===== src/rtl/pwm_regs_pkg.sv =====
// Register map constants, control/status bit positions and the byte-lane merge
// helper shared by the multi-channel PWM top level and its channel slices.
package pwm_regs_pkg;

    localparam int ADDR_PERIOD = 0;
    localparam int ADDR_CTRL   = 1;
    localparam int ADDR_CH_EN  = 2;
    localparam int ADDR_INVERT = 3;
    localparam int ADDR_STATUS = 4;
    localparam int ADDR_DUTY0  = 5;

    localparam int CTRL_RUN_BIT          = 0;
    localparam int CTRL_IRQ_EN_BIT       = 1;
    localparam int STATUS_PERIOD_END_BIT = 0;

    // Replace only the byte lanes flagged in be; the caller truncates to the register width.
    function automatic logic [31:0] merge_bytes(input logic [31:0] old_val,
                                                input logic [31:0] wdata,
                                                input logic [3:0]  be);
        logic [31:0] result;
        result = old_val;
        for (int b = 0; b < 4; b++) begin
            if (be[b]) begin
                result[b*8 +: 8] = wdata[b*8 +: 8];
            end
        end
        return result;
    endfunction

endpackage


===== src/rtl/pwm_channel.sv =====
// One PWM channel: duty shadow/active pair, compare against the shared counter,
// and the registered (optionally inverted) output.
module pwm_channel
    import pwm_regs_pkg::*;
#(
    parameter int CNT_W    = 32,
    parameter int DUTY_RST = 250000
)(
    input  logic             csi_clk,
    input  logic             rsi_rst_n,
    input  logic             duty_wr,
    input  logic [3:0]       byteenable,
    input  logic [31:0]      writedata,
    input  logic             load,
    input  logic             run,
    input  logic             enable,
    input  logic             invert,
    input  logic [CNT_W-1:0] count,
    output logic [CNT_W-1:0] duty_shadow,
    output logic             pwm_out
);

    logic [CNT_W-1:0] duty_active;
    logic             raw;

    assign raw = run & enable & (count < duty_active);

    // The active copy samples the pre-write shadow, so a write on the load cycle waits one period.
    always_ff @(posedge csi_clk or negedge rsi_rst_n) begin
        if (!rsi_rst_n) begin
            duty_shadow <= CNT_W'(DUTY_RST);
            duty_active <= CNT_W'(DUTY_RST);
            pwm_out     <= 1'b0;
        end else begin
            if (duty_wr) begin
                duty_shadow <= CNT_W'(merge_bytes(32'(duty_shadow), writedata, byteenable));
            end
            if (load) begin
                duty_active <= duty_shadow;
            end
            pwm_out <= raw ^ invert;
        end
    end

endmodule


===== src/rtl/pwm_multi_avalon.sv =====
// Multi-channel PWM with an Avalon-MM slave: shared period counter, control and
// status registers, period-end interrupt, and NUM_CH pwm_channel slices.
module pwm_multi_avalon
    import pwm_regs_pkg::*;
#(
    parameter  int NUM_CH     = 4,
    parameter  int CNT_W      = 32,
    parameter  int PERIOD_RST = 500000,
    parameter  int DUTY_RST   = 250000,
    localparam int ADDR_W     = $clog2(5 + NUM_CH)
)(
    input  logic              csi_clk,
    input  logic              rsi_rst_n,
    input  logic              avs_s0_chip_select,
    input  logic              avs_s0_read,
    input  logic              avs_s0_write,
    input  logic [ADDR_W-1:0] avs_s0_address,
    input  logic [3:0]        avs_s0_byteenable,
    input  logic [31:0]       avs_s0_writedata,
    output logic [31:0]       avs_s0_readdata,
    output logic [NUM_CH-1:0] coe_pwm_out,
    output logic              ins_irq0_irq
);

    logic              wr_access;
    logic              rd_access;
    logic              sel_period;
    logic              sel_ctrl;
    logic              sel_ch_en;
    logic              sel_invert;
    logic              sel_status;
    logic [NUM_CH-1:0] duty_wr;

    logic [CNT_W-1:0]  period_shadow;
    logic [CNT_W-1:0]  period_active;
    logic [CNT_W-1:0]  count;
    logic              ctrl_run;
    logic              ctrl_irq_en;
    logic [NUM_CH-1:0] ch_en;
    logic [NUM_CH-1:0] invert;
    logic              period_end;

    logic              counting;
    logic              wrap;
    logic              load;
    logic [31:0]       rd_mux;
    logic [CNT_W-1:0]  duty_shadow [NUM_CH];

    assign wr_access  = avs_s0_chip_select & avs_s0_write;
    assign rd_access  = avs_s0_chip_select & avs_s0_read;
    assign sel_period = wr_access && (avs_s0_address == ADDR_W'(ADDR_PERIOD));
    assign sel_ctrl   = wr_access && (avs_s0_address == ADDR_W'(ADDR_CTRL));
    assign sel_ch_en  = wr_access && (avs_s0_address == ADDR_W'(ADDR_CH_EN));
    assign sel_invert = wr_access && (avs_s0_address == ADDR_W'(ADDR_INVERT));
    assign sel_status = wr_access && (avs_s0_address == ADDR_W'(ADDR_STATUS));

    // An idle counter (stopped or zero period) keeps the active copies tracking the
    // shadows, so a running block with period 0 still picks up a new period.
    assign counting = ctrl_run && (period_active != '0);
    assign wrap     = counting && (count == period_active - CNT_W'(1));
    assign load     = !counting || wrap;

    always_ff @(posedge csi_clk or negedge rsi_rst_n) begin
        if (!rsi_rst_n) begin
            period_shadow <= CNT_W'(PERIOD_RST);
            period_active <= CNT_W'(PERIOD_RST);
            count         <= '0;
        end else begin
            if (sel_period) begin
                period_shadow <= CNT_W'(merge_bytes(32'(period_shadow), avs_s0_writedata,
                                                    avs_s0_byteenable));
            end
            if (load) begin
                period_active <= period_shadow;
            end
            if (!counting || wrap) begin
                count <= '0;
            end else begin
                count <= count + CNT_W'(1);
            end
        end
    end

    // A wrap setting period_end takes priority over a same-cycle write-1-to-clear.
    always_ff @(posedge csi_clk or negedge rsi_rst_n) begin
        if (!rsi_rst_n) begin
            ctrl_run     <= 1'b0;
            ctrl_irq_en  <= 1'b0;
            ch_en        <= '0;
            invert       <= '0;
            period_end   <= 1'b0;
            ins_irq0_irq <= 1'b0;
        end else begin
            if (sel_ctrl && avs_s0_byteenable[0]) begin
                ctrl_run    <= avs_s0_writedata[CTRL_RUN_BIT];
                ctrl_irq_en <= avs_s0_writedata[CTRL_IRQ_EN_BIT];
            end
            if (sel_ch_en) begin
                ch_en <= NUM_CH'(merge_bytes(32'(ch_en), avs_s0_writedata, avs_s0_byteenable));
            end
            if (sel_invert) begin
                invert <= NUM_CH'(merge_bytes(32'(invert), avs_s0_writedata, avs_s0_byteenable));
            end
            if (wrap) begin
                period_end <= 1'b1;
            end else if (sel_status && avs_s0_byteenable[0]
                         && avs_s0_writedata[STATUS_PERIOD_END_BIT]) begin
                period_end <= 1'b0;
            end
            ins_irq0_irq <= period_end & ctrl_irq_en;
        end
    end

    always_comb begin
        rd_mux = '0;
        if (avs_s0_address == ADDR_W'(ADDR_PERIOD)) begin
            rd_mux = 32'(period_shadow);
        end else if (avs_s0_address == ADDR_W'(ADDR_CTRL)) begin
            rd_mux[CTRL_RUN_BIT]    = ctrl_run;
            rd_mux[CTRL_IRQ_EN_BIT] = ctrl_irq_en;
        end else if (avs_s0_address == ADDR_W'(ADDR_CH_EN)) begin
            rd_mux = 32'(ch_en);
        end else if (avs_s0_address == ADDR_W'(ADDR_INVERT)) begin
            rd_mux = 32'(invert);
        end else if (avs_s0_address == ADDR_W'(ADDR_STATUS)) begin
            rd_mux[STATUS_PERIOD_END_BIT] = period_end;
        end
        for (int i = 0; i < NUM_CH; i++) begin
            if (avs_s0_address == ADDR_W'(ADDR_DUTY0 + i)) begin
                rd_mux = 32'(duty_shadow[i]);
            end
        end
    end

    always_ff @(posedge csi_clk or negedge rsi_rst_n) begin
        if (!rsi_rst_n) begin
            avs_s0_readdata <= '0;
        end else begin
            avs_s0_readdata <= rd_access ? rd_mux : 32'h0;
        end
    end

    for (genvar i = 0; i < NUM_CH; i++) begin : g_ch
        assign duty_wr[i] = wr_access && (avs_s0_address == ADDR_W'(ADDR_DUTY0 + i));

        pwm_channel #(
            .CNT_W    (CNT_W),
            .DUTY_RST (DUTY_RST)
        ) u_channel (
            .csi_clk     (csi_clk),
            .rsi_rst_n   (rsi_rst_n),
            .duty_wr     (duty_wr[i]),
            .byteenable  (avs_s0_byteenable),
            .writedata   (avs_s0_writedata),
            .load        (load),
            .run         (ctrl_run),
            .enable      (ch_en[i]),
            .invert      (invert[i]),
            .count       (count),
            .duty_shadow (duty_shadow[i]),
            .pwm_out     (coe_pwm_out[i])
        );
    end

endmodule


===== config.mk =====
export PLATFORM = sky130hd
export DESIGN_NAME = pwm_multi_avalon
export DESIGN_NICKNAME = d
export VERILOG_FILES = /design/src/rtl/pwm_regs_pkg.sv /design/src/rtl/pwm_channel.sv /design/src/rtl/pwm_multi_avalon.sv
export SDC_FILE = /design/constraint.sdc
export NUM_CORES = 1
export LEC_CHECK = 0
export ABC_AREA = 1
export CAP_MARGIN = 20
export CELL_PAD_IN_SITES_DETAIL_PLACEMENT = 1
export CELL_PAD_IN_SITES_GLOBAL_PLACEMENT = 2
export CORE_MARGIN = 3
export CORE_UTILIZATION = 38
export CTS_CLUSTER_DIAMETER = 30
export DETAILED_ROUTE_END_ITERATION = 10
export GPL_TIMING_DRIVEN = 0
export HOLD_SLACK_MARGIN = 0.1
export PLACE_DENSITY_LB_ADDON = 0.2
export SETUP_SLACK_MARGIN = 0.1
export SYNTH_ARGS = -nofsm -noshare
export SYNTH_HDL_FRONTEND = slang
export SYNTH_SLANG_ARGS = --single-unit
export TNS_END_PERCENT = 1

===== constraint.sdc =====
create_clock -name csi_clk -period 2.6 [get_ports csi_clk]
set_input_delay 0.39 -clock csi_clk [delete_from_list [all_inputs] [get_ports csi_clk]]
set_output_delay 0.39 -clock csi_clk [all_outputs]
set_load 0.05 [all_outputs]

==> results.sh, run 1 <==
export IMPL_crit_required_ps=3170
export IMPL_ys_ff_latch=400
export IMPL_synthArstFlopShare_pct=100.0
export IMPL_r2r_cells=20
export IMPL_final_antenna_net_count=0
export IMPL_drive_gt1_share_pct=18.27
export IMPL_clk_pin_slew_worst_paths_ps=50
export IMPL_synthTopCellsByCount="nand2_1, dfrtp_1, inv_1, o21ai_0, nand3_1"
export IMPL_yosysWarningCount=0
export IMPL_endpoint_kind="flop"
export IMPL_synth_nets=2741
export IMPL_syn_area_per_cell_um2=8.190
export IMPL_dieArea_um2=58230
export IMPL_place_gp_congestion=0.8928
export IMPL_dp_hpwl_um=60820
export IMPL_cts_buffers=96
export IMPL_wl_um=83940
export IMPL_antenna_found_initial=2
export IMPL_viasPerCell=5.413
export IMPL_rsz0062_at_grt="yes"
export IMPL_setup_viol=190
export IMPL_synthToLayoutAreaGrowth_pct=32.12
export IMPL_yosysUniqueCellTypes=39
export IMPL_grt_pass1_vias=20663
export IMPL_clkPwrFrac_pct=36.2
export IMPL_detailedRoute_firstPassIterationCount=5
export IMPL_seq_area_frac_synth_pct=47.99
export IMPL_placed_area_um2=22870
export IMPL_finalCriticalPeriod_ps=2785
export IMPL_postLayoutSetupSlackWorst_ps=-184.6
export IMPL_yosys_top_cells_area="dfrtp_1, nand2_1, dfstp_2"
export IMPL_met3_usage_pct=4.417
export IMPL_die_height_um=241.3
export IMPL_rows=85
export IMPL_cts_root_buf="clkbuf_16"
export IMPL_synth_edf_count=0
export IMPL_status="finished, violations left"
export IMPL_grt_pass1_wl_um=124900
export IMPL_drv_cap=0
export IMPL_layout_nets=2963
export IMPL_drc=0
export IMPL_synth_top_area_cell="dfrtp_1"
export IMPL_grt_util_met1_pct=37.89
export IMPL_htree_num_levels=3
export IMPL_seqPwrFrac_pct=27.0
export IMPL_post_drt_wl_per_cell_um=23.22
export IMPL_vdd_drop_max_uv=626.0
export IMPL_fin_tns_setup_ps=-19960
export IMPL_grt_max_degree=116
export IMPL_grt_use_met2_pct=48.74
export IMPL_crit_type="reg2reg"
export IMPL_switching_share_pct=38.37
export IMPL_netlist_area_um2=21040
export IMPL_port_buffers=81
export IMPL_fp_dieW_um=241.3
export IMPL_top_usage_layer="met2"
export IMPL_finalMaxSlewViolations=0
export IMPL_switchingPower_uw=13440
export IMPL_p_leak_uw=0.01325
export IMPL_grt_ovfl_total=0
export IMPL_powerDensity_nw_per_um2=1260
export IMPL_cts_sinks=400
export IMPL_tightest_slew_ps=869.4
export IMPL_violations="negative setup slack"
export IMPL_max_slew_margin_pct=42.04
export IMPL_cts_tree="done"
export IMPL_fin_area_um2=27800
export IMPL_initial_core_util_pct=38.71
export IMPL_clock_latency_ps=640
export IMPL_internal_power_uw=21590
export IMPL_startpoint_type="flop"
export IMPL_yosysMostFrequentCell="nand2_1"
export IMPL_grt_usage_pct=28.80
export IMPL_clockBufferDepth=3
export IMPL_drtIter0Drc=1234
export IMPL_min_period_over_period_pct=107.1
export IMPL_yosysTopAreaCellShare_pct=39.25
export IMPL_synth_cells=2569
export IMPL_cp_arrival_ps=3350
export IMPL_vias=19569
export IMPL_hold_path_class="in2async"
export IMPL_clock_skew_ps=22.27
export IMPL_pwr_share_comb_pct=36.7
export IMPL_core_area_um2=54350
export IMPL_synth_top_flop_cell="dfrtp_1"
export IMPL_fmax_ghz=0.3591
export IMPL_finalHoldViolations=0
export IMPL_pin_count=82
export IMPL_cp_max_fo=5
==> placed cells by master (no fill, tap or decap), types with 73 or more instances in the layout <==
master and instances:
ha_1 126, nand2_1 665, dfrtp_1 318, nand2_2 96, clkbuf_16 104, o21ai_0 247, inv_1 250, nor2_1 112
clkdlybuf4s50_1 80, a21oi_1 73, nand3_1 211
==> power by group through the flow <==
stage	combinational, µW	sequential (µW)	clock, µW
floorplan	6850	8860	0
global placement	9320	9290	0
detailed placement	9710	9320	0
CTS	11800	9390	12800
global route	14200	9650	13200
finish	12900	9460	12700
==> state kept, by name, summed over array words and instances, names as in the netlist <==
name and flops:
g_ch.u_channel.duty_active 128, g_ch.u_channel.duty_shadow 128, avs_s0_readdata 32, count 32
period_active 32, period_shadow 32, ch_en 4, g_ch.u_channel.pwm_out 4
invert 4, ctrl_irq_en 1, ctrl_run 1, ins_irq0_irq 1
period_end 1
==> worst max-delay path, stage by stage (launching register included) <==
cell and delay, ps:
dfrtp_2 440, inv_4 80, ha_4 120, buf_6 120, nand2_4 60, nor2_4 200
nand3_1 100, nand2_1 80, nand2_1 70, nor2_2 140, nand3_2 100, nor2_2 150
nand2_2 90, nor2_4 140, nand2_4 110, nand2_8 100, buf_12 140, clkbuf_16 170
clkbuf_16 160, nand2_2 50, nand2_1 60
==> logic make-up (layout without fill, tap and decap cells) <==
family	Yosys count	count (layout)	synth area share, %
DFF	400	400	47.99
AOI/OAI and AO/OA	410	410	10.96
and+or+nand+nor	1214	1214	23.79
other	0	2	0
buffers and inverters	363	668	7.285
xor gates and xnor gates	55	55	2.420
adders and majority gates	127	127	7.553
==> final cells by class <==
class / count / area, µm²
fillers: 6377 / 26550
repair buffers: 124 / 1428
clock inverters: 54 / 724.4
multi-input cells: 1806 / 10060
plain buffers: 109 / 852.1
well taps: 739 / 924.6
inverters: 254 / 957.2
diodes: 2 / 5.005
flip-flops and latches: 400 / 10110
clock buffers: 127 / 2731
==> final timing paths <==
kind | endpoint | slack, ps | start
max | g_ch[0].u_channel.duty_active[13] | -180 | period_active[0]
min in group csi_clk | g_ch[1].u_channel.duty_shadow[12] | 380 | avs_s0_writedata[12]
min reg2reg | g_ch[1].u_channel.duty_active[4] | 470 | g_ch[1].u_channel.duty_shadow[4]
max in group asynchronous | count[1] | 700 | rsi_rst_n
max reg2reg | g_ch[0].u_channel.duty_active[13] | -180 | period_active[0]
min | g_ch[1].u_channel.duty_shadow[21] | 340 | rsi_rst_n
==> per-stage QoR <==
stage	instances	power (µW)	worst slack (ps)	hold slack, ps	utilization, %
4_1_cts	3599	34010	-117.5	352.6	50.06
5_1_grt	3613	37030	-288.8	393.0	51.14
3_5_place_dp	3392	19030	-1013	430.8	42.08
6_report	3615	35030	-184.6	338.0	51.15
2_1_floorplan	2569	15700	210.0	94.41	-
3_3_place_gp	3389	18610	-16680	456.8	41.91
==> what timing repair did <==
action / in CTS / in global routing
hold endpoints to repair: 58 / 0
endpoints found under the setup margin: 285 / 259
setup buffers: 22 / 8
resized for setup: 173 / 133
cloned: 3 / 6
pin swaps: 19 / 24
hold buffers: 1 / 0
==> layer usage <==
| metal | vias up | part of all wire (%) |
|---|---|---|
| li1 | 8952 | - |
| met1 | 9934 | 43 |
| met2 | 520 | 48 |
| met3 | 163 | 5.5 |
| met4 | 0 | 3.5 |
| met5 | - | 0 |
Note: power is estimated with default switching activity, not from simulation.
==> run 2, diff against run 1 <==
--- a/config.mk
+++ b/config.mk
@@ -11,7 +11,6 @@
 export CELL_PAD_IN_SITES_GLOBAL_PLACEMENT = 2
 export CORE_MARGIN = 3
 export CORE_UTILIZATION = 38
-export CTS_CLUSTER_DIAMETER = 30
 export DETAILED_ROUTE_END_ITERATION = 10
 export GPL_TIMING_DRIVEN = 0
 export HOLD_SLACK_MARGIN = 0.1
==> run 2 against run 1 <==
  * Sequential cell count did not move
  * Die area did not move
  * Largest power group unchanged
  * Non-clock buffer count fell by 12
  * Core utilization fell by 3.8 points
  * The flow still finishes with violations (negative setup slack)
  * Critical endpoint is now g_ch[1].u_channel.duty_active[29]
  * Largest cell class unchanged
==> results.sh, run 2 (synthesis results as in run 1) <==
export IMPL_crit_path_frequent_cell="nand2_1"
export IMPL_startpoint_type="flop"
export IMPL_dieArea_um2=58230
export IMPL_critical_path_cell_chain="inv_4 > ha_4 > buf_6 > nand2_4 > nor2_4 > nand3_1 > nand2_1 > nand2_1 > nor2_2 > nand3_1 > nor2_2 > nand2_2 > nor2_4 > nand2_4 > nand2_8 > buf_12 > buf_12 > clkbuf_16 > nand2_2 > nand2_1"
export IMPL_grt_pass1_wl_um=120600
export IMPL_violations="negative setup slack"
export IMPL_initial_core_util_pct=38.71
export IMPL_htree_num_levels=2
export IMPL_vias=18833
export IMPL_status="finished, violations left"
export IMPL_fmax_ghz=0.3589
export IMPL_cts_tree="done"
export IMPL_place_gp_congestion=0.8928
export IMPL_layout_nets=2901
export IMPL_place_inst=3392
export IMPL_core_area_um2=54350
export IMPL_clockBufferDepth=3
export IMPL_drive_gt1_share_pct=13.34
export IMPL_powerDensity_nw_per_um2=1123
export IMPL_endpoint_kind="flop"
export IMPL_cts_buffers=46
export IMPL_fin_tns_setup_ps=-17530
export IMPL_synthToLayoutAreaGrowth_pct=22.23
export IMPL_viasPerCell=5.372
export IMPL_fin_cells=3506
export IMPL_grt_max_degree=116
export IMPL_setup_viol=188
export IMPL_clock_skew_ps=27.63
export IMPL_min_period_over_period_pct=107.2
export IMPL_grt_ovfl_total=0
export IMPL_final_antenna_net_count=0
export IMPL_p_total_uw=28890
export IMPL_placed_area_um2=22870
export IMPL_grt_usage_pct=27.74
export IMPL_finalCriticalPeriod_ps=2786
export IMPL_pin_count=82
export IMPL_die_height_um=241.3
export IMPL_crit_required_ps=3110
export IMPL_fp_dieW_um=241.3
export IMPL_finalMaxSlewViolations=0
export IMPL_drv_cap=0
export IMPL_diodes=0
export IMPL_drc=0
export IMPL_fin_area_um2=25720
export IMPL_cts_root_buf="clkbuf_16"
export IMPL_max_slew_margin_pct=44.89
export IMPL_cp_arrival_ps=3290
export IMPL_reg_largest_list="g_ch.u_channel.duty_active (128), g_ch.u_channel.duty_shadow (128)"
export IMPL_wl_um=80050
export IMPL_clk_pin_slew_worst_paths_ps=60
export IMPL_finalHoldViolations=0
export IMPL_cp_max_fo=5
export IMPL_routedLengthMet1_um=36170
export IMPL_cts_sinks=400
export IMPL_port_buffers=81
export IMPL_vdd_drop_max_uv=573.7
export IMPL_met2RoutedLength_um=38440
export IMPL_p_leak_uw=0.01230
export IMPL_cp_slowest_cell="dfrtp_2"
export IMPL_wl_met3_um=3312
export IMPL_tightest_slew_ps=826.7
export IMPL_post_drt_wl_per_cell_um=22.83
export IMPL_rows=85
export IMPL_clock_latency_ps=590
export IMPL_highest_layer="met4"
export IMPL_detailedRoute_firstPassIterationCount=5
export IMPL_critical_path_max_stage_delay_ps=450
export IMPL_drtIter0Drc=1152
export IMPL_postLayoutSetupSlackWorst_ps=-186.2
export IMPL_crit_type="reg2reg"
export IMPL_final_cell_mix="nand2_1, dfrtp_1, inv_1"
export IMPL_hold_path_class="in2async"
export IMPL_antenna_found_initial=0
export IMPL_grt_pass1_vias=19782
export IMPL_final_common_cell="nand2_1"
export IMPL_dp_hpwl_um=60820
export IMPL_rsz0062_at_grt="yes"
==> run 2: power breakdown <==
group / switching [µW] / total [µW] / leakage, µW / internal [µW]
clock: 2780 / 7500 / 0.000861 / 4720
sequential: 1470 / 9420 / 0.00514 / 7940
combinational: 7570 / 12000 / 0.00631 / 4400
==> run 2: path summary, 6_finish.rpt <==
path                                                   from                           endpoint  slack, ps  cells past startpoint
min in group csi_clk                   avs_s0_writedata[12]  g_ch[0].u_channel.duty_shadow[12]        420                      3
min                                               rsi_rst_n  g_ch[1].u_channel.duty_shadow[21]        380                      2
max reg2reg                                period_active[0]  g_ch[1].u_channel.duty_active[29]       -190                     20
max                                        period_active[0]  g_ch[1].u_channel.duty_active[29]       -190                     20
min reg2reg                g_ch[1].u_channel.duty_shadow[4]   g_ch[1].u_channel.duty_active[4]        470                      2
max in group asynchronous                         rsi_rst_n                           count[1]        670                      4
==> run 2: critical path, delay by kind of cell, from the launching register on <==
| kind | cells | cell delay (ps) |
|---|---|---|
| AND/OR/NAND/NOR | 14 | 1500 |
| adder cells (fa/ha/maj) | 1 | 120 |
| flip-flops | 1 | 450 |
| buffers and inverters | 5 | 660 |
==> run 2: repair_timing <==
action | 4_1_cts | 5_1_grt
endpoints found under the setup margin | 303 | 270
setup buffers | 21 | 4
hold buffers | 1 | 0
endpoints found under the hold margin | 58 | 0
cloned | 2 | 1
gates resized for setup | 148 | 97
pin swaps | 14 | 18
==> run 2: final cells by class <==
class | instances | area [µm²]
sequential | 400 | 10110
inverter | 254 | 957.2
tap | 739 | 924.6
clock inverter | 18 | 322.8
buffer | 108 | 828.3
clock buffer | 68 | 1438
fill | 6487 | 28630
multi-input combinational | 1806 | 9905
timing repair buffer | 113 | 1234
==> run 2: metal layers <==
| layer | up-vias | GRT usage [%] |
|---|---|---|
| met4 | 0 | 7.442 |
| met1 | 9581 | 37.50 |
| li1 | 8772 | - |
| met3 | 105 | 3.529 |
| met5 | - | 0 |
| met2 | 375 | 47.22 |
==> run 2: per-stage QoR <==
| step | worst slack [ps] | utilization (%) | hold WS [ps] |
|---|---|---|---|
| finish | -186.2 | 47.32 | 378.4 |
| global route | -341.2 | 47.32 | 429.3 |
| CTS | -128.1 | 46.69 | 393.1 |
| detailed placement | -1013 | 42.08 | 430.8 |
| global placement | -16680 | 41.91 | 456.8 |
| floorplan | 210.0 | - | 94.41 |
==> run 3, diff against run 2 <==
--- a/config.mk
+++ b/config.mk
@@ -11,8 +11,9 @@
 export CELL_PAD_IN_SITES_GLOBAL_PLACEMENT = 2
 export CORE_MARGIN = 3
 export CORE_UTILIZATION = 38
+export CTS_CLUSTER_DIAMETER = 120
 export DETAILED_ROUTE_END_ITERATION = 10
-export GPL_TIMING_DRIVEN = 0
+export GPL_TIMING_DRIVEN = 1
 export HOLD_SLACK_MARGIN = 0.1
 export PLACE_DENSITY_LB_ADDON = 0.2
 export SETUP_SLACK_MARGIN = 0.1
==> run 3 against run 2 <==
  * The run still ends with negative setup slack left
  * Critical endpoint is now period_active[16]
  * Register-to-register slack better by 120 ps
  * Combinational power is 17% higher
  * Non-clock buffer count is 92 higher
  * Count of clock-buffer cells in the layout increased by 7
  * Maximum frequency increased by 4.5%
  * Core utilization rose by 1.7 points
  * Die area did not move
  * Cell area up 3.6%
  * Hold slack got worse by 25 ps
  * Largest power group unchanged
  * Largest cell class unchanged
  * Clock power decreased by 11%
==> results.sh, run 3 (synthesis results as in run 1) <==
export IMPL_fin_area_um2=26640
export IMPL_crit_required_ps=3120
export IMPL_reg_largest_list="g_ch.u_channel.duty_active (128), g_ch.u_channel.duty_shadow (128)"
export IMPL_clock_skew_ps=21.22
export IMPL_switchingPower_uw=12180
export IMPL_finalCriticalPeriod_ps=2666
export IMPL_drtIter0Drc=1492
export IMPL_finalMaxSlewViolations=0
export IMPL_cp_max_fo=7
export IMPL_final_cell_mix="nand2_1, dfrtp_1, inv_1"
export IMPL_layout_nets=2994
export IMPL_drc=0
export IMPL_cts_root_buf="clkbuf_16"
export IMPL_postLayoutSetupSlackWorst_ps=-66.25
export IMPL_cts_sinks=400
export IMPL_grt_usage_pct=26.80
export IMPL_dp_hpwl_um=55270
export IMPL_viasPerCell=5.300
export IMPL_multi_input_area_um2=9937
export IMPL_rows=85
export IMPL_clock_latency_ps=580
export IMPL_place_gp_congestion=0.8703
export IMPL_final_antenna_net_count=0
export IMPL_internal_power_uw=17720
export IMPL_cp_arrival_ps=3180
export IMPL_placed_area_um2=23960
export IMPL_max_slew_margin_pct=53.55
export IMPL_clockBufferDepth=3
export IMPL_endpoint_kind="flop"
export IMPL_cts_tree="done"
export IMPL_min_period_over_period_pct=102.5
export IMPL_synthToLayoutAreaGrowth_pct=26.63
export IMPL_setup_viol=90
export IMPL_powerDensity_nw_per_um2=1122
export IMPL_core_area_um2=54350
export IMPL_htree_num_levels=2
export IMPL_die_height_um=241.3
export IMPL_cts_buffers=46
export IMPL_fp_dieW_um=241.3
export IMPL_vdd_drop_max_uv=758.6
export IMPL_wl_um=78200
export IMPL_detailedRoute_firstPassIterationCount=5
export IMPL_tightest_slew_ps=690.3
export IMPL_initial_core_util_pct=38.71
export IMPL_switching_share_pct=40.74
export IMPL_ff_latch_area_um2=10110
export IMPL_antenna_found_initial=1
export IMPL_port_buffers=81
export IMPL_grt_ovfl_total=0
export IMPL_rsz0062_at_grt="yes"
export IMPL_final_common_cell="nand2_1"
export IMPL_finalHoldViolations=0
export IMPL_final_util_pct=49.02
export IMPL_grt_pass1_wl_um=118800
export IMPL_fmax_ghz=0.3751
export IMPL_grt_max_degree=82
export IMPL_p_leak_uw=0.01290
export IMPL_pwr_share_comb_pct=46.8
export IMPL_fillers=6412
export IMPL_startpoint_type="flop"
export IMPL_seqPwrFrac_pct=31.0
export IMPL_crit_type="reg2reg"
export IMPL_grt_pass1_vias=19982
export IMPL_post_drt_wl_per_cell_um=21.73
export IMPL_hold_path_class="in2async"
export IMPL_clkPwrFrac_pct=22.2
export IMPL_pre_cts_ws_ps=-234.2
export IMPL_dieArea_um2=58230
export IMPL_pin_count=82
export IMPL_drive_gt1_share_pct=17.80
export IMPL_status="finished, violations left"
export IMPL_vias=19074
export IMPL_violations="negative setup slack"
export IMPL_clk_pin_slew_worst_paths_ps=60
export IMPL_drv_cap=0
[run 3: changes by cell type in the layout (fill, tap and decap cells not counted), sizes merged]
cell / delta
bufinv: -5
nand2: +1
buf: +154
inv: +2
clkinvlp: -3
clkinv: -2
diode: +1
clkbuf: -55
[run 3: path summary, 6_finish.rpt]
kind,startpoint,endpoint,slack [ps],depth (start not counted)
max in group asynchronous,rsi_rst_n,period_active[2],1380,3
min in group csi_clk,avs_s0_writedata[12],g_ch[3].u_channel.duty_shadow[12],420,3
worst max register to register,period_active[18],period_active[16],-70,19
worst min register to register,g_ch[1].u_channel.duty_shadow[14],g_ch[1].u_channel.duty_active[14],470,2
worst min-delay path,rsi_rst_n,g_ch[2].u_channel.duty_shadow[21],350,2
worst max-delay path,period_active[18],period_active[16],-70,19
[run 3: power groups by stage]
stage	registers (µW)	clock network, µW	logic [µW]
final	9260	6650	14000
after floorplan	8860	0	6850
after CTS	9170	6770	12400
after global placement	9140	0	11400
after detailed placement	9200	0	11800
after global routing	9460	7040	15400
[run 3: layer usage]
layer  share of wire, %  track usage, %  vias to the layer above
met5                  0               0                        -
li1                   -               -                     8934
met4                2.9           8.238                        0
met3                5.0           4.292                      119
met2                 45           42.37                      441
met1                 47           38.00                     9580
[run 3: area by class of cell]
type,count,share of cell area [%]
timing repair buffer,313,12.00
multi-input combinational,1807,37.30
sequential,400,37.95
inverter,254,3.579
clock buffer,75,5.110
clock inverter,10,0.5777
antenna,1,0.009393
tap,739,3.471
[run 3: repair_timing]
action                     CTS  global route
setup endpoints to repair  192           195
gates resized for setup     56           142
gates cloned                 7             5
buffers inserted             8            15
pin swaps                    9            41
hold endpoints to repair    45             0
hold buffers                 1             0
[run 3: worst max-delay path, stage by stage, from the launching register on]
cell       delay (ps)
dfstp_2           590
nor2_1             80
nand2_1           110
nor2_1             80
buf_4             150
nand2_2            80
o21bai_4           80
buf_4             130
nand3b_1           70
nand2_1            60
nor2_2            140
nand2_2            90
nor2_4            140
nand2_4           110
nand2_8           150
buf_12            140
clkbuf_16         160
buf_4             110
nand2_1            50
nand2_1            60
[run 3: through the flow]
step | TNS, ps | hold slack (ps) | power [µW] | cells
after floorplan | 0 | 94.41 | 15700 | 2569
after global placement | -22860 | 382.8 | 20520 | 3477
after detailed placement | -35750 | 381.1 | 20990 | 3477
after CTS | -2740 | 357.4 | 28360 | 3578
after global routing | -20130 | 380.2 | 31930 | 3598
final | -2763 | 353.3 | 29900 | 3599
